===== src/rtl/operand_stack_if.sv =====
// Command/data bundle between a stack user and operand_stack.
// The master drives the four command strobes and the write data; the
// slave (the stack) returns its registered view of the top two entries,
// the occupancy and the illegal-command flag.
interface operand_stack_if;
  logic        push;
  logic        pop;
  logic        swap;
  logic        write;
  logic [31:0] value;
  logic [31:0] top;
  logic [31:0] next;
  logic [5:0]  count;
  logic        error;

  modport master (
    output push, pop, swap, write, value,
    input  top, next, count, error
  );

  modport slave (
    input  push, pop, swap, write, value,
    output top, next, count, error
  );
endinterface


===== src/rtl/operand_stack.sv =====
// Operand stack with edge-accepted commands.
// Entries live in mem[0..DEPTH-1] with mem[0] as the top. Slots at or
// beyond count are always kept at zero, so mem[1] already reads as 0
// when only one entry is held and dead entries can never reach the
// outputs. top/next are taken straight from mem[0]/mem[1], so they are
// registers. A command executes once, on the first cycle its bundle is
// nonzero after a cycle of all-zero; the previous bundle resets to 4'b1111
// so a command held across reset release is not taken.
module operand_stack #(
  parameter int DEPTH = 32
) (
  input  logic              clock,
  input  logic              reset,
  operand_stack_if.slave    bus
);

  localparam logic [5:0] DEPTH_C = 6'(DEPTH);

  typedef enum logic [2:0] {
    OP_NONE    = 3'd0,
    OP_WRITE   = 3'd1,
    OP_PUSH    = 3'd2,
    OP_POP     = 3'd3,
    OP_POPW    = 3'd4,
    OP_SWAP    = 3'd5,
    OP_ILLEGAL = 3'd6
  } op_t;

  logic [31:0] mem_r [DEPTH];
  logic [5:0]  count_r;
  logic        error_r;
  logic [3:0]  prev_bundle_r;

  logic [3:0]  bundle;
  logic        accept;
  logic        legal;
  op_t         op;

  assign bundle    = {bus.push, bus.pop, bus.swap, bus.write};
  assign bus.top   = mem_r[0];
  assign bus.next  = mem_r[1];
  assign bus.count = count_r;
  assign bus.error = error_r;

  // Decode the bundle into one operation and judge it against the occupancy.
  always_comb begin
    accept = (bundle != 4'b0000) && (prev_bundle_r == 4'b0000);
    op     = OP_NONE;
    legal  = 1'b0;
    case (bundle)
      4'b0000: begin
        op    = OP_NONE;
        legal = 1'b0;
      end
      4'b0001: begin
        op    = OP_WRITE;
        legal = 1'b1;
      end
      4'b1000: begin
        op    = OP_PUSH;
        legal = (count_r != DEPTH_C);
      end
      4'b0100: begin
        op    = OP_POP;
        legal = (count_r >= 6'd2);
      end
      4'b0101: begin
        op    = OP_POPW;
        legal = (count_r >= 6'd2);
      end
      4'b0010: begin
        op    = OP_SWAP;
        legal = (count_r >= 6'd2);
      end
      default: begin
        op    = OP_ILLEGAL;
        legal = 1'b0;
      end
    endcase
  end

  // Apply an accepted command to the entries, count and error flag.
  always_ff @(posedge clock or posedge reset) begin
    if (reset) begin
      for (int i = 0; i < DEPTH; i++) begin
        mem_r[i] <= 32'd0;
      end
      count_r       <= 6'd1;
      error_r       <= 1'b0;
      prev_bundle_r <= 4'b1111;
    end else begin
      prev_bundle_r <= bundle;
      if (accept) begin
        if (legal) begin
          error_r <= 1'b0;
          case (op)
            OP_WRITE: begin
              mem_r[0] <= bus.value;
            end
            OP_PUSH: begin
              for (int i = 1; i < DEPTH; i++) begin
                mem_r[i] <= mem_r[i-1];
              end
              mem_r[0] <= 32'd0;
              count_r  <= count_r + 6'd1;
            end
            OP_POP: begin
              for (int i = 0; i < DEPTH - 1; i++) begin
                mem_r[i] <= mem_r[i+1];
              end
              mem_r[DEPTH-1] <= 32'd0;
              count_r        <= count_r - 6'd1;
            end
            OP_POPW: begin
              // Top and next are consumed; the result replaces them.
              mem_r[0] <= bus.value;
              for (int i = 1; i < DEPTH - 1; i++) begin
                mem_r[i] <= mem_r[i+1];
              end
              mem_r[DEPTH-1] <= 32'd0;
              count_r        <= count_r - 6'd1;
            end
            OP_SWAP: begin
              mem_r[0] <= mem_r[1];
              mem_r[1] <= mem_r[0];
            end
            default: begin
              error_r <= 1'b1;
            end
          endcase
        end else begin
          error_r <= 1'b1;
        end
      end
    end
  end

endmodule


===== src/flat_wrapper.sv =====
// flat-port wrapper written by rule: the top's interface ports become plain ports
module operand_stack_flat 
#(
  parameter int DEPTH = 32
)
  (clock, reset, bus_push, bus_pop, bus_swap, bus_write, bus_value, bus_top, bus_next, bus_count, bus_error);
  operand_stack_if bus_i ();
  input  logic clock;
  input  logic reset;
  input wire logic [$bits(bus_i.push)-1:0] bus_push;
  input wire logic [$bits(bus_i.pop)-1:0] bus_pop;
  input wire logic [$bits(bus_i.swap)-1:0] bus_swap;
  input wire logic [$bits(bus_i.write)-1:0] bus_write;
  input wire logic [$bits(bus_i.value)-1:0] bus_value;
  output wire logic [$bits(bus_i.top)-1:0] bus_top;
  output wire logic [$bits(bus_i.next)-1:0] bus_next;
  output wire logic [$bits(bus_i.count)-1:0] bus_count;
  output wire logic [$bits(bus_i.error)-1:0] bus_error;
  assign bus_i.push = bus_push;
  assign bus_i.pop = bus_pop;
  assign bus_i.swap = bus_swap;
  assign bus_i.write = bus_write;
  assign bus_i.value = bus_value;
  assign bus_top = bus_i.top;
  assign bus_next = bus_i.next;
  assign bus_count = bus_i.count;
  assign bus_error = bus_i.error;
  operand_stack #(.DEPTH(DEPTH)) u_core (.clock(clock), .reset(reset), .bus(bus_i));
endmodule

===== config.mk =====
export PLATFORM = sky130hd
export DESIGN_NAME = operand_stack_flat
export DESIGN_NICKNAME = d
export VERILOG_FILES = /design/src/rtl/operand_stack_if.sv /design/src/rtl/operand_stack.sv /design/src/flat_wrapper.sv
export SDC_FILE = /design/constraint.sdc
export NUM_CORES = 2
export LEC_CHECK = 0
export CORE_MARGIN = 4
export CORE_UTILIZATION = 55
export DETAILED_ROUTE_END_ITERATION = 7
export PLACE_DENSITY = 0.72
export SETUP_SLACK_MARGIN = 0.05
export SLEW_MARGIN = 0
export SYNTH_ARGS = -nofsm -noshare
export SYNTH_HDL_FRONTEND = slang
export SYNTH_SLANG_ARGS = --single-unit

===== constraint.sdc =====
create_clock -name clock -period 44.3 [get_ports clock]
set_input_delay 6.645 -clock clock [delete_from_list [all_inputs] [get_ports clock]]
set_output_delay 6.645 -clock clock [all_outputs]
set_load 0.05 [all_outputs]

==> report_table.html <==
<table>
<tr><th>Metric</th><th>Value</th></tr>
<tr><th colspan="2">Min path</th></tr>
<tr><td>Path type of the worst min-delay path</td><td>flop to flop</td></tr>
<tr><th colspan="2">Critical path</th></tr>
<tr><td>Startpoint type of the worst setup path</td><td>input port</td></tr>
<tr><td>CP max FO</td><td>around 260</td></tr>
<tr><td>CP endpoint kind</td><td>flop</td></tr>
<tr><td>Data arrival time at the worst-slack endpoint</td><td>13.17 ns</td></tr>
<tr><td>Worst setup path class</td><td>input port to flop</td></tr>
<tr><td>Worst endpoint required time</td><td>44.76 ns</td></tr>
<tr><th colspan="2">Place</th></tr>
<tr><td>Count of port buffers added during placement</td><td>108</td></tr>
<tr><td>Final HPWL from detailed placement</td><td>53,800 um</td></tr>
<tr><td>Routability-driven placement congestion ratio</td><td>around 0.76</td></tr>
<tr><td>Total placed instance area</td><td>47,000 sq um</td></tr>
<tr><th colspan="2">Finish</th></tr>
<tr><td>Most frequent cells in the layout</td><td>1,864 x nand2_1, 1,030 x dfrtp_1, 997 x nor2_1</td></tr>
<tr><td>Most frequent standard cell in the layout excluding fill and tap cells</td><td>nand2_1</td></tr>
<tr><td>Layout filler cell count</td><td>7,163</td></tr>
<tr><td>Post-layout net count</td><td>about 5,300</td></tr>
<tr><td>Reg area</td><td>between 20,000 and 30,000 sq um</td></tr>
<tr><td>Share of final-layout standard cells stronger than drive strength 1</td><td>4.55%</td></tr>
<tr><td>Layout-stage area growth over the synthesis result</td><td>8.31%</td></tr>
<tr><td>Utilization of the core after routing</td><td>60.4%</td></tr>
<tr><td>Finished layout cell area</td><td>50,800 sq um</td></tr>
<tr><td>Multi-input gate area in the final layout</td><td>18,100 sq um</td></tr>
<tr><td>Count of inserted antenna diode cells</td><td>0</td></tr>
<tr><th colspan="2">Global routing</th></tr>
<tr><td>Met3 demand-to-capacity share in global routing</td><td>2.82%</td></tr>
<tr><td>Largest net degree at the start of global routing</td><td>265</td></tr>
<tr><td>Met1 Track Usage GR</td><td>32.0%</td></tr>
<tr><td>GRT Residual Overflow</td><td>0</td></tr>
<tr><td>Global routing's busiest layer</td><td>met2</td></tr>
<tr><td>GR Util All Layers</td><td>21.1%</td></tr>
<tr><td>Via count of the first global-routing pass</td><td>about 34,000</td></tr>
<tr><td>Initial antenna violation count</td><td>0</td></tr>
<tr><td>Fraction of met2 tracks used by global routing</td><td>32.5%</td></tr>
<tr><td>Wire length of the first global-routing pass</td><td>between 150,000 and 200,000 um</td></tr>
<tr><th colspan="2">Die</th></tr>
<tr><td>Total die area</td><td>90,000 sq um</td></tr>
<tr><td>Cell row count</td><td>106</td></tr>
<tr><td>Horizontal die dimension</td><td>300 um</td></tr>
<tr><td>Overall die height</td><td>300 um</td></tr>
<tr><td>Area of the core region</td><td>between 80,000 and 90,000 sq um</td></tr>
<tr><td>Initial core utilization</td><td>55.7%</td></tr>
<tr><td>Top-Level Pins</td><td>109</td></tr>
<tr><th colspan="2">Route</th></tr>
<tr><td>Routed vias/inst</td><td>5.65</td></tr>
<tr><td>TritonRoute pass-1 iters</td><td>6</td></tr>
<tr><td>Final routed wire length divided by cell count</td><td>14.7 um</td></tr>
<tr><td>Number of DRC markers after the initial detailed-route iteration</td><td>3,953</td></tr>
<tr><td>Routed wire length</td><td>96,200 um</td></tr>
<tr><td>Residual DRC</td><td>0</td></tr>
<tr><td>Routed vias</td><td>36,832</td></tr>
<tr><td>Post-DRT Antenna Nets</td><td>0</td></tr>
<tr><th colspan="2">Synth</th></tr>
<tr><td>Per-instance average area after synthesis</td><td>8.46 sq um</td></tr>
<tr><td>Fraction of the mapped netlist area in compound gates</td><td>14.5%</td></tr>
<tr><td>Post-synthesis share of cell area spent on full adders, half adders and majority gates</td><td>0.149%</td></tr>
<tr><td>FF+latch count, synth</td><td>1,035</td></tr>
<tr><td>Multiplexer area fraction after synthesis</td><td>0.683%</td></tr>
<tr><td>Synthesized-area fraction occupied by and/or/nand/nor cells</td><td>23.1%</td></tr>
<tr><td>Synth area leaders</td><td>dfrtp_1 55%, nand2_1 15%, a31oi_1 12%</td></tr>
<tr><td>Post-synthesis net count</td><td>5,587</td></tr>
<tr><td>Number of warning messages in the yosys log</td><td>0</td></tr>
<tr><td>Leading register cell type out of synthesis</td><td>dfrtp_1</td></tr>
<tr><td>Synthesized netlist cell count</td><td>5,544</td></tr>
<tr><td>Proportion of synthesized chip area in sequential cells</td><td>55.3%</td></tr>
<tr><td>Combinational family with the most area after synthesis</td><td>simple AND/OR/NAND/NOR gates</td></tr>
<tr><td>Number of synthesized flops with an enable pin</td><td>0</td></tr>
<tr><td>Fraction of registers with async set or reset after synthesis</td><td>100%</td></tr>
<tr><td>Post-synthesis instance area</td><td>about 47,000 sq um</td></tr>
<tr><td>Number of distinct standard cells referenced by the synthesized netlist</td><td>37</td></tr>
<tr><td>Xor/xnor share of the synthesized area</td><td>less than 1%</td></tr>
<tr><td>Post-synthesis cell type with the largest combined area</td><td>dfrtp_1</td></tr>
<tr><td>Yosys top cell area share</td><td>55.0%</td></tr>
<tr><th colspan="2">Power and ir drop</th></tr>
<tr><td>Worst supply voltage drop on vdd</td><td>0.0000379 V</td></tr>
<tr><td>Power per Cell Area</td><td>53.3 nW/um^2</td></tr>
<tr><td>Leakage power figure</td><td>approximately 22 nW</td></tr>
<tr><th colspan="2">STA</th></tr>
<tr><td>Setup Viol. Count Final</td><td>0</td></tr>
<tr><td>Ratio of final minimum period to clock period</td><td>28.7%</td></tr>
<tr><td>Post-layout minimum cycle time</td><td>between 10 and 15 ns</td></tr>
<tr><td>Sum of negative setup slack</td><td>0 ns</td></tr>
<tr><td>Final hold viol count</td><td>0</td></tr>
<tr><td>Worst-case headroom to the max-slew limit</td><td>26.3%</td></tr>
<tr><td>Worst slew pin tran</td><td>1.10 ns</td></tr>
<tr><td>Unrepaired setup endpoints after global routing</td><td>no</td></tr>
<tr><td>Max Slew Vio Count</td><td>0</td></tr>
<tr><td>Fmax</td><td>0.0786 GHz</td></tr>
<tr><td>Layout Skew</td><td>0.0322 ns</td></tr>
<tr><th colspan="2">Clock network</th></tr>
<tr><td>Clock slew at reported path FFs</td><td>0.06 ns</td></tr>
<tr><td>Depth of the CTS H-tree</td><td>3</td></tr>
<tr><td>Clock Tree Root</td><td>clkbuf_16</td></tr>
<tr><td>Num CTS Buffers</td><td>107</td></tr>
<tr><td>Largest buffer count on any clock path</td><td>3</td></tr>
<tr><td>Clock network latency to the later pin of the worst-skew pair</td><td>about 0.67 ns</td></tr>
<tr><td>Post-CTS setup buffer count</td><td>0</td></tr>
<tr><td>Number of instances resized during post-cts repair</td><td>0</td></tr>
<tr><td>Clock tree from TritonCTS</td><td>built</td></tr>
<tr><td>Hold bufs inserted after CTS</td><td>0</td></tr>
<tr><td>Clock Sinks</td><td>1,035</td></tr>
<tr><th colspan="2">Outcome</th></tr>
<tr><td>Run status</td><td>finished clean</td></tr>
<tr><th colspan="2">Run</th></tr>
<tr><td>Max-cap violation count</td><td>0</td></tr>
</table>
## stage by stage
step	hold WS [ns]	worst slack (ns)	instances	total power, mW
after floorplan	0.473	8.53	5544	1.66
after global placement	0.483	31.23	6326	1.75
after detailed placement	0.476	31.06	6326	1.77
after CTS	0.494	31.78	6523	2.73
after global routing	0.516	31.12	6523	2.86
final	0.491	31.58	6523	2.70
## synthesized netlist by cell type (2+ instances only)
cell type and number:
and2_1 2, a21o_1 3, buf_6 45, dfrtp_1 1030, buf_1 11, mux2i_1 32
buf_2 92, nor2_1 998, clkbuf_1 228, a22oi_1 32, nand2_1 1866, nor3_1 2
xnor2_1 5, nor3b_1 2, a22o_1 32, ha_1 4, o21ai_0 5, a21oi_1 68
inv_1 3, a31oi_1 928, xor2_1 4, dfstp_2 5, buf_4 133
## cell type report
cell class                      count  area share (%)
Clock buffer                      155            6.24
Clock inverter                     42            1.19
Inverter                            4          0.0591
Multi-Input combinational cell   3996            35.7
Sequential cell                  1035            51.0
Tap cell                         1134            2.79
Timing Repair Buffer              157            2.98
## critical path, stage by stage
cell             delay [ns]
clkdlybuf4s50_1        0.58
nor2_1                 0.32
nand2_4                0.33
inv_8                  0.67
o21a_1                 0.30
nor2_1                 0.10
nor2_4                 0.18
buf_12                 0.64
buf_4                  0.86
buf_4                  0.86
buf_4                  0.98
a31oi_1                0.21
## cell families after synthesis
logic type / count (synthesis)
XOR/XNOR: 9
buffers and inverters: 513
AND/OR/NAND/NOR: 2874
multiplexers: 32
flip-flops: 1035
AO/OA/AOI/OAI: 1076
adder cells (fa/ha/maj): 5
## registers in the layout, indices dropped and copies added, names as in the netlist
register / flops
u_core.bus.top: 32
u_core.bus.next: 32
u_core.prev_bundle_r: 4
u_core.bus.error: 1
u_core.bus.count: 6
u_core.mem_r: 960
## path summary, 6_finish.rpt
path / depth (start not counted) / start / slack (ns) / endpoint
worst min-delay path: 2 / u_core.bus.error / 0.49 / u_core.bus.error
worst max-delay path: 12 / bus_swap / 31.58 / u_core.mem_r[398]
max in group asynchronous: 7 / reset / 32.86 / u_core.mem_r[613]
worst max register to register: 8 / u_core.prev_bundle_r[1] / 38.85 / u_core.mem_r[398]
worst min register to register: 2 / u_core.bus.error / 0.49 / u_core.bus.error
min in group asynchronous: 2 / reset / 6.55 / u_core.mem_r[440]
## where the power goes
part	leakage [nW]	internal, mW	switching [mW]	total (mW)
logic	6.65	0.180	0.251	0.431
clock network	1.85	0.569	0.381	0.950
registers	13.3	1.15	0.175	1.32
total	21.8	1.90	0.807	2.70
## per-layer routing
layer / part of all wire, % / vias up
met2: 45 / 609
li1: - / 17986
met5: 0 / -
met1: 49 / 18112
met3: 3.5 / 125
met4: 2.0 / 0
Power figures use the tool's default switching activity.
